**src/rtl/uart_pkg.sv**
```systemverilog
// Shared UART definitions: FSM state encodings and frame sizes, common to the TX and RX halves.
package uart_pkg;

    typedef logic [2:0] uart_state_t;

    localparam logic [2:0] ST_IDLE    = 3'd0;
    localparam logic [2:0] ST_START   = 3'd1;
    localparam logic [2:0] ST_DATA    = 3'd2;
    localparam logic [2:0] ST_STOP    = 3'd3;
    localparam logic [2:0] ST_CLEANUP = 3'd4;
    localparam logic [2:0] ST_PARITY  = 3'd5;

    localparam int unsigned UART_DATA_BITS         = 8;
    localparam int unsigned UART_FRAME_BITS        = 10;
    localparam int unsigned UART_FRAME_BITS_PARITY = 11;
    localparam logic [2:0]  UART_LAST_DATA_IDX     = 3'd7;

    function automatic logic uart_even_parity(input logic [7:0] data);
        return ^data;
    endfunction

endpackage

```
**src/rtl/uart_bit_timer.sv**
```systemverilog
// Bit-period timer: counts 0..cpb-1 and pulses bit_end_o on the last count of each bit.
module uart_bit_timer (
    input  logic        i_Clock,
    input  logic        rst_i,
    input  logic [15:0] cpb_i,
    input  logic        clear_i,
    output logic        bit_end_o
);

    logic [15:0] cnt_q;
    logic [15:0] cnt_d;
    logic [15:0] last_cnt;

    always_comb begin
        last_cnt  = (cpb_i == 16'd0) ? 16'd0 : cpb_i - 16'd1;
        bit_end_o = !clear_i && (cnt_q == last_cnt);
        cnt_d     = (clear_i || bit_end_o) ? 16'd0 : cnt_q + 16'd1;
    end

    always_ff @(posedge i_Clock) begin
        if (rst_i) begin
            cnt_q <= 16'd0;
        end else begin
            cnt_q <= cnt_d;
        end
    end

endmodule

```
**src/rtl/uart_transmitter.sv**
```systemverilog
// UART TX: start bit, 8 data bits LSB first, optional even parity (UART_TX_PARITY_EN), stop bit.
// state   | meaning
// IDLE    | line high, ready for a byte
// START   | start bit (low)
// DATA    | data bit idx
// PARITY  | even parity bit (UART_TX_PARITY_EN only)
// STOP    | stop bit (high)
// CLEANUP | one-cycle done pulse, not ready
module uart_transmitter
    import uart_pkg::*;
(
    input  logic        i_Clock,
    input  logic        rst_i,
    input  logic [15:0] CLKS_PER_BIT,
    input  logic        i_Tx_DV,
    input  logic [7:0]  i_Tx_Byte,
    output logic        o_Tx_Ready,
    output logic        o_Tx_Serial,
    output logic        o_Tx_Active,
    output logic        o_Tx_Done
);

    logic [2:0]  state_q, state_d;
    logic [2:0]  idx_q, idx_d;
    logic [7:0]  byte_q, byte_d;
    logic [15:0] cpb_q, cpb_d;
    logic        serial_q, serial_d;
    logic        ready_q, ready_d;
    logic        active_q, active_d;
    logic        done_q, done_d;
    logic        timer_clear;
    logic        bit_end;

    uart_bit_timer u_bit_timer (
        .i_Clock   (i_Clock),
        .rst_i     (rst_i),
        .cpb_i     (cpb_q),
        .clear_i   (timer_clear),
        .bit_end_o (bit_end)
    );

    always_comb begin
        state_d     = state_q;
        idx_d       = idx_q;
        byte_d      = byte_q;
        cpb_d       = cpb_q;
        timer_clear = 1'b0;
        case (state_q)
            ST_IDLE: begin
                timer_clear = 1'b1;
                if (i_Tx_DV && ready_q) begin
                    state_d = ST_START;
                    byte_d  = i_Tx_Byte;
                    cpb_d   = (CLKS_PER_BIT == 16'd0) ? 16'd1 : CLKS_PER_BIT;
                    idx_d   = 3'd0;
                end
            end
            ST_START: begin
                if (bit_end) state_d = ST_DATA;
            end
            ST_DATA: begin
                if (bit_end) begin
                    if (idx_q == UART_LAST_DATA_IDX) begin
                        idx_d = 3'd0;
`ifdef UART_TX_PARITY_EN
                        state_d = ST_PARITY;
`else
                        state_d = ST_STOP;
`endif
                    end else begin
                        idx_d = idx_q + 3'd1;
                    end
                end
            end
`ifdef UART_TX_PARITY_EN
            ST_PARITY: begin
                if (bit_end) state_d = ST_STOP;
            end
`endif
            ST_STOP: begin
                if (bit_end) state_d = ST_CLEANUP;
            end
            ST_CLEANUP: begin
                timer_clear = 1'b1;
                state_d     = ST_IDLE;
            end
            default: begin
                timer_clear = 1'b1;
                state_d     = ST_IDLE;
            end
        endcase
    end

    // Outputs are decoded from the next state so the registered pins line up with state_q.
    always_comb begin
        serial_d = 1'b1;
        ready_d  = 1'b0;
        active_d = 1'b0;
        done_d   = 1'b0;
        case (state_d)
            ST_IDLE:    ready_d = 1'b1;
            ST_START: begin
                serial_d = 1'b0;
                active_d = 1'b1;
            end
            ST_DATA: begin
                serial_d = byte_d[idx_d];
                active_d = 1'b1;
            end
`ifdef UART_TX_PARITY_EN
            ST_PARITY: begin
                serial_d = uart_even_parity(byte_d);
                active_d = 1'b1;
            end
`endif
            ST_STOP:    active_d = 1'b1;
            ST_CLEANUP: done_d   = 1'b1;
            default:    ready_d  = 1'b1;
        endcase
    end

    always_ff @(posedge i_Clock) begin
        if (rst_i) begin
            state_q  <= ST_IDLE;
            idx_q    <= 3'd0;
            byte_q   <= 8'd0;
            cpb_q    <= 16'd1;
            serial_q <= 1'b1;
            ready_q  <= 1'b1;
            active_q <= 1'b0;
            done_q   <= 1'b0;
        end else begin
            state_q  <= state_d;
            idx_q    <= idx_d;
            byte_q   <= byte_d;
            cpb_q    <= cpb_d;
            serial_q <= serial_d;
            ready_q  <= ready_d;
            active_q <= active_d;
            done_q   <= done_d;
        end
    end

    assign o_Tx_Serial = serial_q;
    assign o_Tx_Ready  = ready_q;
    assign o_Tx_Active = active_q;
    assign o_Tx_Done   = done_q;

endmodule

```
**config.mk**
```make
export PLATFORM = sky130hd
export DESIGN_NAME = uart_transmitter
export DESIGN_NICKNAME = d
export VERILOG_FILES = /design/src/rtl/uart_pkg.sv /design/src/rtl/uart_bit_timer.sv /design/src/rtl/uart_transmitter.sv
export SDC_FILE = /design/constraint.sdc
export NUM_CORES = 1
export LEC_CHECK = 0
export ABC_AREA = 0
export CAP_MARGIN = 10
export CORE_ASPECT_RATIO = 1.5
export CORE_UTILIZATION = 25
export DETAILED_ROUTE_END_ITERATION = 6
export MAX_ROUTING_LAYER = met4
export SLEW_MARGIN = 15
export SYNTH_ARGS = -nofsm -noshare
export SYNTH_HDL_FRONTEND = slang
export SYNTH_SLANG_ARGS = --single-unit
export TNS_END_PERCENT = 10
```
**constraint.sdc**
```tcl
create_clock -name i_Clock -period 3.96 [get_ports i_Clock]
set_clock_uncertainty 0.15 [all_clocks]
set_input_delay 0.594 -clock i_Clock [delete_from_list [all_inputs] [get_ports i_Clock]]
set_output_delay 0.594 -clock i_Clock [all_outputs]
set_load 0.05 [all_outputs]
```
# Word level (Yosys, flattened, before mapping)
# Index checks and enable logic that the tools add are counted.
# Widths: inputs -> output; s select.
[totals]
out_inout_bits = 4
mem_bits_rw = 0
rom_bits = 0
reg_bits = 50
memories = 0
word_cells = 54
latchBits = 0
[classes]
mul = 0
div = 0
n_shift = 0
muxes = 21
bitwise = 0
eq_ne = 9
n_lt_le_gt_ge = 1
addsub = 3
reduce_logical = 11
[ops]
columns = ["operator", "count"]
rows = [
  ["$logic_not 16->1", 2],
  ["$mux 16", 2],
  ["$mux 3", 8],
  ["$add 16x1->16 const B", 1],
  ["$eq 16x16->1", 1],
  ["$mux 8", 2],
  ["$sub 16x1->16 const B", 1],
  ["$eq 3x2->1 const B", 4],
  ["$pmux 3 s4", 1],
  ["$eq 3x1->1 const B", 2],
  ["$eq 3x3->1 const B", 2],
  ["$pmux 3 s2", 1],
  ["$reduce_or 3->1", 2],
  ["$mux 1", 5],
  ["$lt 3x4->1 const B", 1],
  ["$reduce_or 4->1", 1],
  ["$add 3x1->3 const B", 1],
  ["$bmux 1 s3", 1],
  ["$logic_not 3->1", 1],
  ["$logic_and 1x1->1", 2],
  ["$pmux 1 s2", 1],
  ["$reduce_and 2->1", 1],
  ["$reduce_or 2->1", 1],
  ["$logic_or 1x1->1", 1],
]

# Depth between registers and ports, before layout
# Gate-level depths: netlist of run 1.
[logic_depth]
word_depth = 9
depth_mapped = 14
ltp_nobuf = 13

# Modules after synthesis
# From an unflattened synthesis of run 1, not the netlist that was laid out.
[unflattened]
hier_cells = 383
hier_area_um2 = 3064.2
[by_module_without_submodules]
columns = ["module", "area_per_inst_um2", "n_inst", "cells_each"]
rows = [
  ["uart_bit_timer", 1556.5, 1, 208],
  ["uart_transmitter", 1507.7, 1, 175],
]

# Least setup slack after synthesis of run 1
# No wires, ideal clock.
[synth_timing]
kind = "reg-to-reg"
from = "reg cpb_q[0]"
to = "reg serial_q, in the netlist o_Tx_Serial"
required_time_ps = 3692
stages_incl_launch_ff = 15
t_arrival_ps = 3390
n_path_buf = 1
period_less_slack_ps = 3658
slack_ps = 302
cell_sequence = "dfxtp_1 -> inv_1 -> ha_1 -> or3b_1 -> nor2_1 -> and2_1 -> clkbuf_1 -> o21a_1 -> o211ai_1 -> nor4_4 -> mux2i_1 -> mux2_2 -> o22ai_2 -> o2111ai_1 -> o2bb2ai_1"
[synth_between]
elab_chain_len = 9
word_cells_on_any_way = 16
[synth_lines]
columns = ["element", "line", "rtl"]
rows = [
  ["from (decl)", "uart_transmitter.sv:26", "logic [15:0] cpb_q, cpb_d;"],
  ["from (signal assigned)", "uart_transmitter.sv:136", "cpb_q <= cpb_d;"],
  ["$sub 16x1->16 or $logic_not 16->1 (tied branches)", "uart_bit_timer.sv:15", "last_cnt = (cpb_i == 16'd0) ? 16'd0 : cpb_i - 16'd1;"],
  ["$mux 16 (*)", "uart_bit_timer.sv:15", ""],
  ["$eq 16x16->1 (*)", "uart_bit_timer.sv:16", "bit_end_o = !clear_i && (cnt_q == last_cnt);"],
  ["$logic_and 1x1->1 (*)", "uart_bit_timer.sv:16", ""],
  ["$mux 3", "uart_transmitter.sv:62", "if (bit_end) begin"],
  ["$pmux 3 s2", "uart_transmitter.sv:48", "case (state_q)"],
  ["$bmux 1 s3", "uart_transmitter.sv:107", "serial_d = byte_d[idx_d];"],
  ["$mux 1 (implied by the code)", "uart_transmitter.sv:107", ""],
  ["$pmux 1 s2 (*)", "uart_transmitter.sv:100", "case (state_d)"],
  ["to (signal assigned)", "uart_transmitter.sv:137", "serial_q <= serial_d;"],
  ["to (decl)", "uart_transmitter.sv:27", "logic serial_q, serial_d;"],
]
# Every way passes the cells marked *; elsewhere a longest branch is shown, timed or not. The select of a mux whose other input is x is not followed.
# A chain may end at the register's enable or synchronous reset.

# Worst setup path in the final report of run 1
[layout_timing]
from = "reg cpb_q[1]"
to = "reg serial_q, in the netlist o_Tx_Serial"
# Same word-level chain as after synthesis.

==> results_dict.tcl, run 1 <==
set metrics [dict create \
    synth.cell_area_um2 3010 \
    clock_path_buffers 2 \
    yosysTopAreaCellShare 0.332 \
    timing.final.crit_share 0.966 \
    insertion_delay_ns 0.29 \
    crit_chain "inv_1, ha_1, or3b_1, nor4_1, o2111ai_1, a21oi_1, o211ai_1, nor4_4, mux2i_2, mux2_2, o22ai_2, o2111ai_1, o2bb2ai_1" \
    gp_congestion 0.964 \
    crit_buf_inv 1 \
    fillers 1248 \
    htreeDepth 2 \
    synthXorXnorAreaFrac 0.0843 \
    tns_ns 0 \
    post-place-ws_ns 0.0909 \
    grt_usage 0.141 \
    cp.required_ns 3.99 \
    antenna_left 0 \
    tritoncts "yes" \
    hold_slack_ns 0.306 \
    finalHoldViolations 0 \
    antenna_found_initial 0 \
    grt_pass1_vias 2729 \
    cts_buffers 5 \
    final_layout_size_suffix_gt1_frac 0.104 \
    ys.flop_type "dfxtp_1" \
    rsz0062_at_grt "false" \
    synth_top_family_by_area "simple AND/OR/NAND/NOR gates" \
    powerDensity_nw_per_um2 416 \
    hpwlAfterDp_um 6450 \
    p_leak_nw 1.30 \
    die_width_um 91.6 \
    synth_edf_count 0 \
    cp.arrival_ns 3.86 \
    yosys_register_bits 50 \
    top_level_ports 31 \
    synthesis.nets 417 \
    ys_top_cells_by_area "dfxtp_1 33%, nand2_1 8.5%, a21oi_1 4.8%, nor2_1 4.7%, xor2_1 4.4%" \
    final-seq-area_um2 1000 \
    port_buffers 30 \
    die_h_um 136 \
    yosys.area.top_type "dfxtp_1" \
    antenna_cells 0 \
    drv_cap 0 \
    crit_top_cell "o2111ai_1" \
    slew_headroom 0.506 \
    cp-start-kind "flop" \
    setup_violations 0 \
    drcViolationCount 0 \
    synth_fa_ha_area_frac 0.0166 \
    grt_max_degree 30 \
    synthMuxAreaShare 0.0278 \
    hp-class "flop to flop" \
    endpoint_kind "flop" \
    cpPeakStageDelay_ns 0.47 \
    critPathSlowestCell "or3b_1" \
    crit_type "flop to flop" \
    synth-compound-area-share 0.161 \
    post_cts_buffers 0 \
    vias 2888 \
    seq_area_frac_synth 0.332 \
    nets 445 \
    first_pass_iters 4 \
    grt_pass1_wl_um 13500 \
    vdd_ir_drop_max_mv 0.246 \
    tightest_slew_ns 0.734 \
    wl_per_cell_um 14.8 \
    drv_slew 0 \
    status "completed" \
    worst_slack_ns 0.134 \
    initial_core_util 0.260 \
    syn_avg_cell_area_um2 7.80 \
    overflow 0 \
    clk_pin_slew_ns 0.07 \
    rows 48 \
    routed_via_density 5.11 \
    die_area_um2 12500 \
    cts-root-buf "clkbuf_16" \
    core_um2 11600 \
    area_delta_synth_final_pct 22.2 \
    syn_inst 386 \
    cpLargestDelayFamily "simple AND/OR/NAND/NOR gates" \
    final_core_util 0.317 \
    ys_warn_count 0 \
    critPathMaxFanout 5 \
    synthArstFlopShare 0 \
    synth_cell_types 57 \
    synth-simple-area-share 0.334 \
    wl_um 8360 \
    fmax_mhz 261 \
    min_period_ns 3.83 \
    drtIter0Drc 120 \
    power_mw 1.53 \
    cts.sinks 50 \
    multi_input_area_um2 1900 \
]
layout make-up:
| class | instances | share of cell area |
|---|---|---|
| multi-input combinational | 303 | 0.515 |
| inverter | 9 | 0.00918 |
| clock buffer | 7 | 0.0388 |
| tap | 150 | 0.0510 |
| clock inverter | 1 | 0.00136 |
| timing repair buffer | 45 | 0.112 |
| sequential | 50 | 0.272 |
what timing repair did:
item | 4_1_cts | 5_1_grt
gates resized for setup | 0 | 3
hold buffers | 0 | 0
endpoints found under the setup margin | 0 | 1
sequential cells by signal (all words and copies together), names as in the netlist:
register and cells:
byte_q 8, cpb_q 16, idx_q 3, o_Tx_Active 1, o_Tx_Done 1, o_Tx_Ready 1
o_Tx_Serial 1, state_q 3, u_bit_timer.cnt_q 16
synthesized netlist by cell type, drive strengths merged (2+ instances only):
cell     number
a211o         2
a211oi        3
a21o          2
a21oi        29
a311oi        2
a31oi         3
a41oi         2
and2          3
and3          6
and4          3
buf           5
clkbuf       19
dfxtp        50
ha            4
inv           9
mux2          3
mux2i         5
nand2        68
nand3        13
nand3b        3
nand4        10
nand4b        2
nor2         38
nor2b         5
nor3         11
nor3b         3
nor4         12
nor4b         4
o2111ai       3
o211ai        5
o21a          3
o21ai         6
o22ai         2
o31ai         2
or2           5
or4           2
xnor2        14
xor2         15
power by group:
| part | switching, mW | internal (mW) | total, mW | leakage [nW] |
|---|---|---|---|---|
| Sequential | 0.0444 | 0.541 | 0.586 | 0.407 |
| Clock | 0.185 | 0.251 | 0.436 | 0.0739 |
| Combinational | 0.303 | 0.207 | 0.510 | 0.820 |
kinds of logic after synthesis:
group	Yosys count
flops	50
mux	8
fa+ha+maj	4
simple gates	190
buf+inv	33
xor+xnor	29
compound gates	72
through the flow:
stage / cell area [um^2] / std cells
floorplan: 3010 / 386
global placement: 3510 / 557
CTS: 3660 / 565
finish: 3680 / 565
detailed placement: 3510 / 557
global route: 3680 / 565
per-layer routing:
layer	track usage	vias to the layer above	wire (um)
met5	-	-	0
met4	0.0767	0	314
met3	0.0151	20	230
met2	0.261	76	4470
met1	0.145	1368	3350
li1	-	1424	-
placed cells by master (no fill, tap or decap), drive strengths merged, types with 6 or more instances in the layout:
master          n
nand2          68
dfxtp          50
nor2           38
clkdlybuf4s50  30
a21oi          29
xor2           15
buf            15
xnor2          14
nand3          13
nor4           12
nor3           11
nand4          10
inv             9
clkbuf          7
and3            6
o21ai           6
worst paths after layout:
check	slack [ns]	from	cells past startpoint	to
worst max-delay path	0.13	cpb_q[1]	13	o_Tx_Serial
worst min-delay path	0.31	byte_q[6]	2	byte_q[6]
worst max register to register	0.13	cpb_q[1]	13	o_Tx_Serial
worst min register to register	0.31	byte_q[6]	2	byte_q[6]
tightest hold or removal path, cell delays in order, from the launching register on:
cell and delay, ns:
dfxtp_1 0.31, nand2_1 0.05, a21oi_1 0.05
(Power assumes the default switching activity.)
==> run 2, diff against run 1 <==
--- a/config.mk
+++ b/config.mk
@@ -11,6 +11,7 @@
 export CORE_UTILIZATION = 25
 export DETAILED_ROUTE_END_ITERATION = 6
 export MAX_ROUTING_LAYER = met4
+export RECOVER_POWER = 100
 export SLEW_MARGIN = 15
 export SYNTH_ARGS = -nofsm -noshare
 export SYNTH_HDL_FRONTEND = slang
==> run 2 against run 1 <==
The flow now finishes with violations (capacitance limit, slew limit). Critical path depth is the same. Sequential cell count is the same. Worst setup slack better by 0.00064 ns. Die area unchanged. Routed wire length unchanged. Clock-buffer cell count unchanged. Via count unchanged.
==> results_dict.tcl, run 2 (synthesized netlist as in run 1, its figures left out) <==
set metrics [dict create \
    routed_via_density 5.11 \
    tightest_slew_ns 1.58 \
    cts_buffers 5 \
    cp.required_ns 3.99 \
    grt_pass1_vias 2729 \
    grt_pass1_wl_um 13500 \
    violations "capacitance limit, slew limit" \
    cts_hold_buf 0 \
    internal_power_mw 0.995 \
    p_sw_frac 0.348 \
    antenna_cells 0 \
    critPathMaxFanout 5 \
    wl_um 8360 \
    area_delta_synth_final_pct 22.1 \
    timing.final.crit_share 0.966 \
    p_seq_frac 0.383 \
    cts_resized 0 \
    core_um2 11600 \
    rrSetupSlack_ns 0.14 \
    overflow 0 \
    grt_usage 0.141 \
    endpoint_kind "flop" \
    switching_power_mw 0.532 \
    multi_input_area_um2 1900 \
    antenna_found_initial 0 \
    pwr-share-comb 0.331 \
    insertion_delay_ns 0.29 \
    min-delay-start "byte_q[6]" \
    powerDensity_nw_per_um2 415 \
    reg2reg_depth 13 \
    final_cells 565 \
    cp.arrival_ns 3.86 \
    worst_r2r_endpoint "o_Tx_Serial" \
    crit_type "flop to flop" \
    drv_cap 1 \
    die_area_um2 12500 \
    drcViolationCount 0 \
    drtIter0Drc 122 \
    rsz0062_at_grt "false" \
    layout_common_cells "68 x nand2_1, 50 x dfxtp_1, 38 x nor2_1" \
    clock_path_buffers 2 \
    fillers 1249 \
    fmax_mhz 261 \
    min_period_ns 3.82 \
    nets 445 \
    htreeDepth 2 \
    top_level_ports 31 \
    first_pass_iters 4 \
    cp-start-kind "flop" \
    rows 48 \
    power.share.clock 0.286 \
    post_cts_buffers 0 \
    slew_headroom -0.0552 \
    hpwlAfterDp_um 6450 \
    setup_violations 0 \
    status "complete, but fails checks" \
    vdd_ir_drop_max_mv 0.246 \
    top_regs "cpb_q (16), u_bit_timer.cnt_q (16), byte_q (8)" \
    vias 2888 \
    gp_congestion 0.964 \
    cp-endpoint "o_Tx_Serial" \
    tns_ns 0 \
    worstReg2RegStart "cpb_q[1]" \
    die_width_um 91.6 \
    cts.sinks 50 \
    setup.worst_path.start "cpb_q[1]" \
    grt_max_degree 30 \
    drv_slew 30 \
    hp-class "flop to flop" \
    clk_pin_slew_ns 0.07 \
    final-seq-area_um2 1000 \
    initial_core_util 0.260 \
    die_h_um 136 \
    cts-root-buf "clkbuf_16" \
    wl_per_cell_um 14.8 \
    finalHoldViolations 0 \
    port_buffers 30 \
    tritoncts "yes" \
    final_common_cell "nand2_1" \
    p_leak_nw 1.30 \
    final_layout_size_suffix_gt1_frac 0.101 \
    dpl.cell_count 557 \
    antenna_left 0 \
]
[run 2: cell types whose count changed in the layout (fill, tap and decap cells not counted)]
cell,delta
dlygate4sd3_1,+5
or2_2,-1
buf_4,-1
clkdlybuf4s50_1,-5
clkbuf_2,+1
or2_0,+1
[run 2: final cells by class]
cell class,instances,share of cell area
Multi-Input combinational cell,303,0.516
Sequential cell,50,0.272
Timing Repair Buffer,45,0.112
Tap cell,150,0.0510
Clock buffer,7,0.0388
Inverter,9,0.00919
Clock inverter,1,0.00136
[run 2: worst min path at each step]
stage / endpoint / slack, ns / depth (start not counted)
6_report: byte_q[6] / 0.31 / 2
5_1_grt: byte_q[2] / 0.33 / 2
4_1_cts: byte_q[2] / 0.31 / 2
3_5_place_dp: byte_q[2] / 0.30 / 2
3_3_place_gp: byte_q[2] / 0.30 / 2
2_1_floorplan: byte_q[0] / 0.28 / 2
[run 2: metal layers]
layer,share of wire,GRT usage
met1,0.40,0.145
met2,0.53,0.261
met3,0.028,0.0151
met4,0.038,0.0767
met5,0,-
[run 2: power groups by stage]
stage	combinational (mW)	sequential [mW]	clock (mW)
2_1_floorplan	0.339	0.599	0
3_3_place_gp	0.503	0.596	0
3_5_place_dp	0.502	0.598	0
4_1_cts	0.503	0.586	0.447
5_1_grt	0.549	0.592	0.466
6_report	0.506	0.585	0.436
[run 2: critical path, stage by stage (launching register included)]
cell	delay (ns)
dfxtp_1	0.35
inv_1	0.07
ha_1	0.22
or3b_1	0.47
nor4_1	0.34
o2111ai_1	0.17
a21oi_1	0.30
o211ai_1	0.20
nor4_4	0.35
mux2i_2	0.34
mux2_2	0.38
o22ai_2	0.12
o2111ai_1	0.13
o2bb2ai_1	0.14
[run 2: through the flow]
stage               cell area (um^2)  hold slack [ns]  setup slack [ns]   util  power, mW
floorplan                       3010            0.282             0.302      -      0.938
global route                    3680            0.332            0.0193  0.317       1.61
finish                          3680            0.306             0.135  0.317       1.53
global placement                3510            0.296             0.129  0.303       1.10
CTS                             3660            0.308            0.0712  0.316       1.54
detailed placement              3510            0.298            0.0909  0.303       1.10
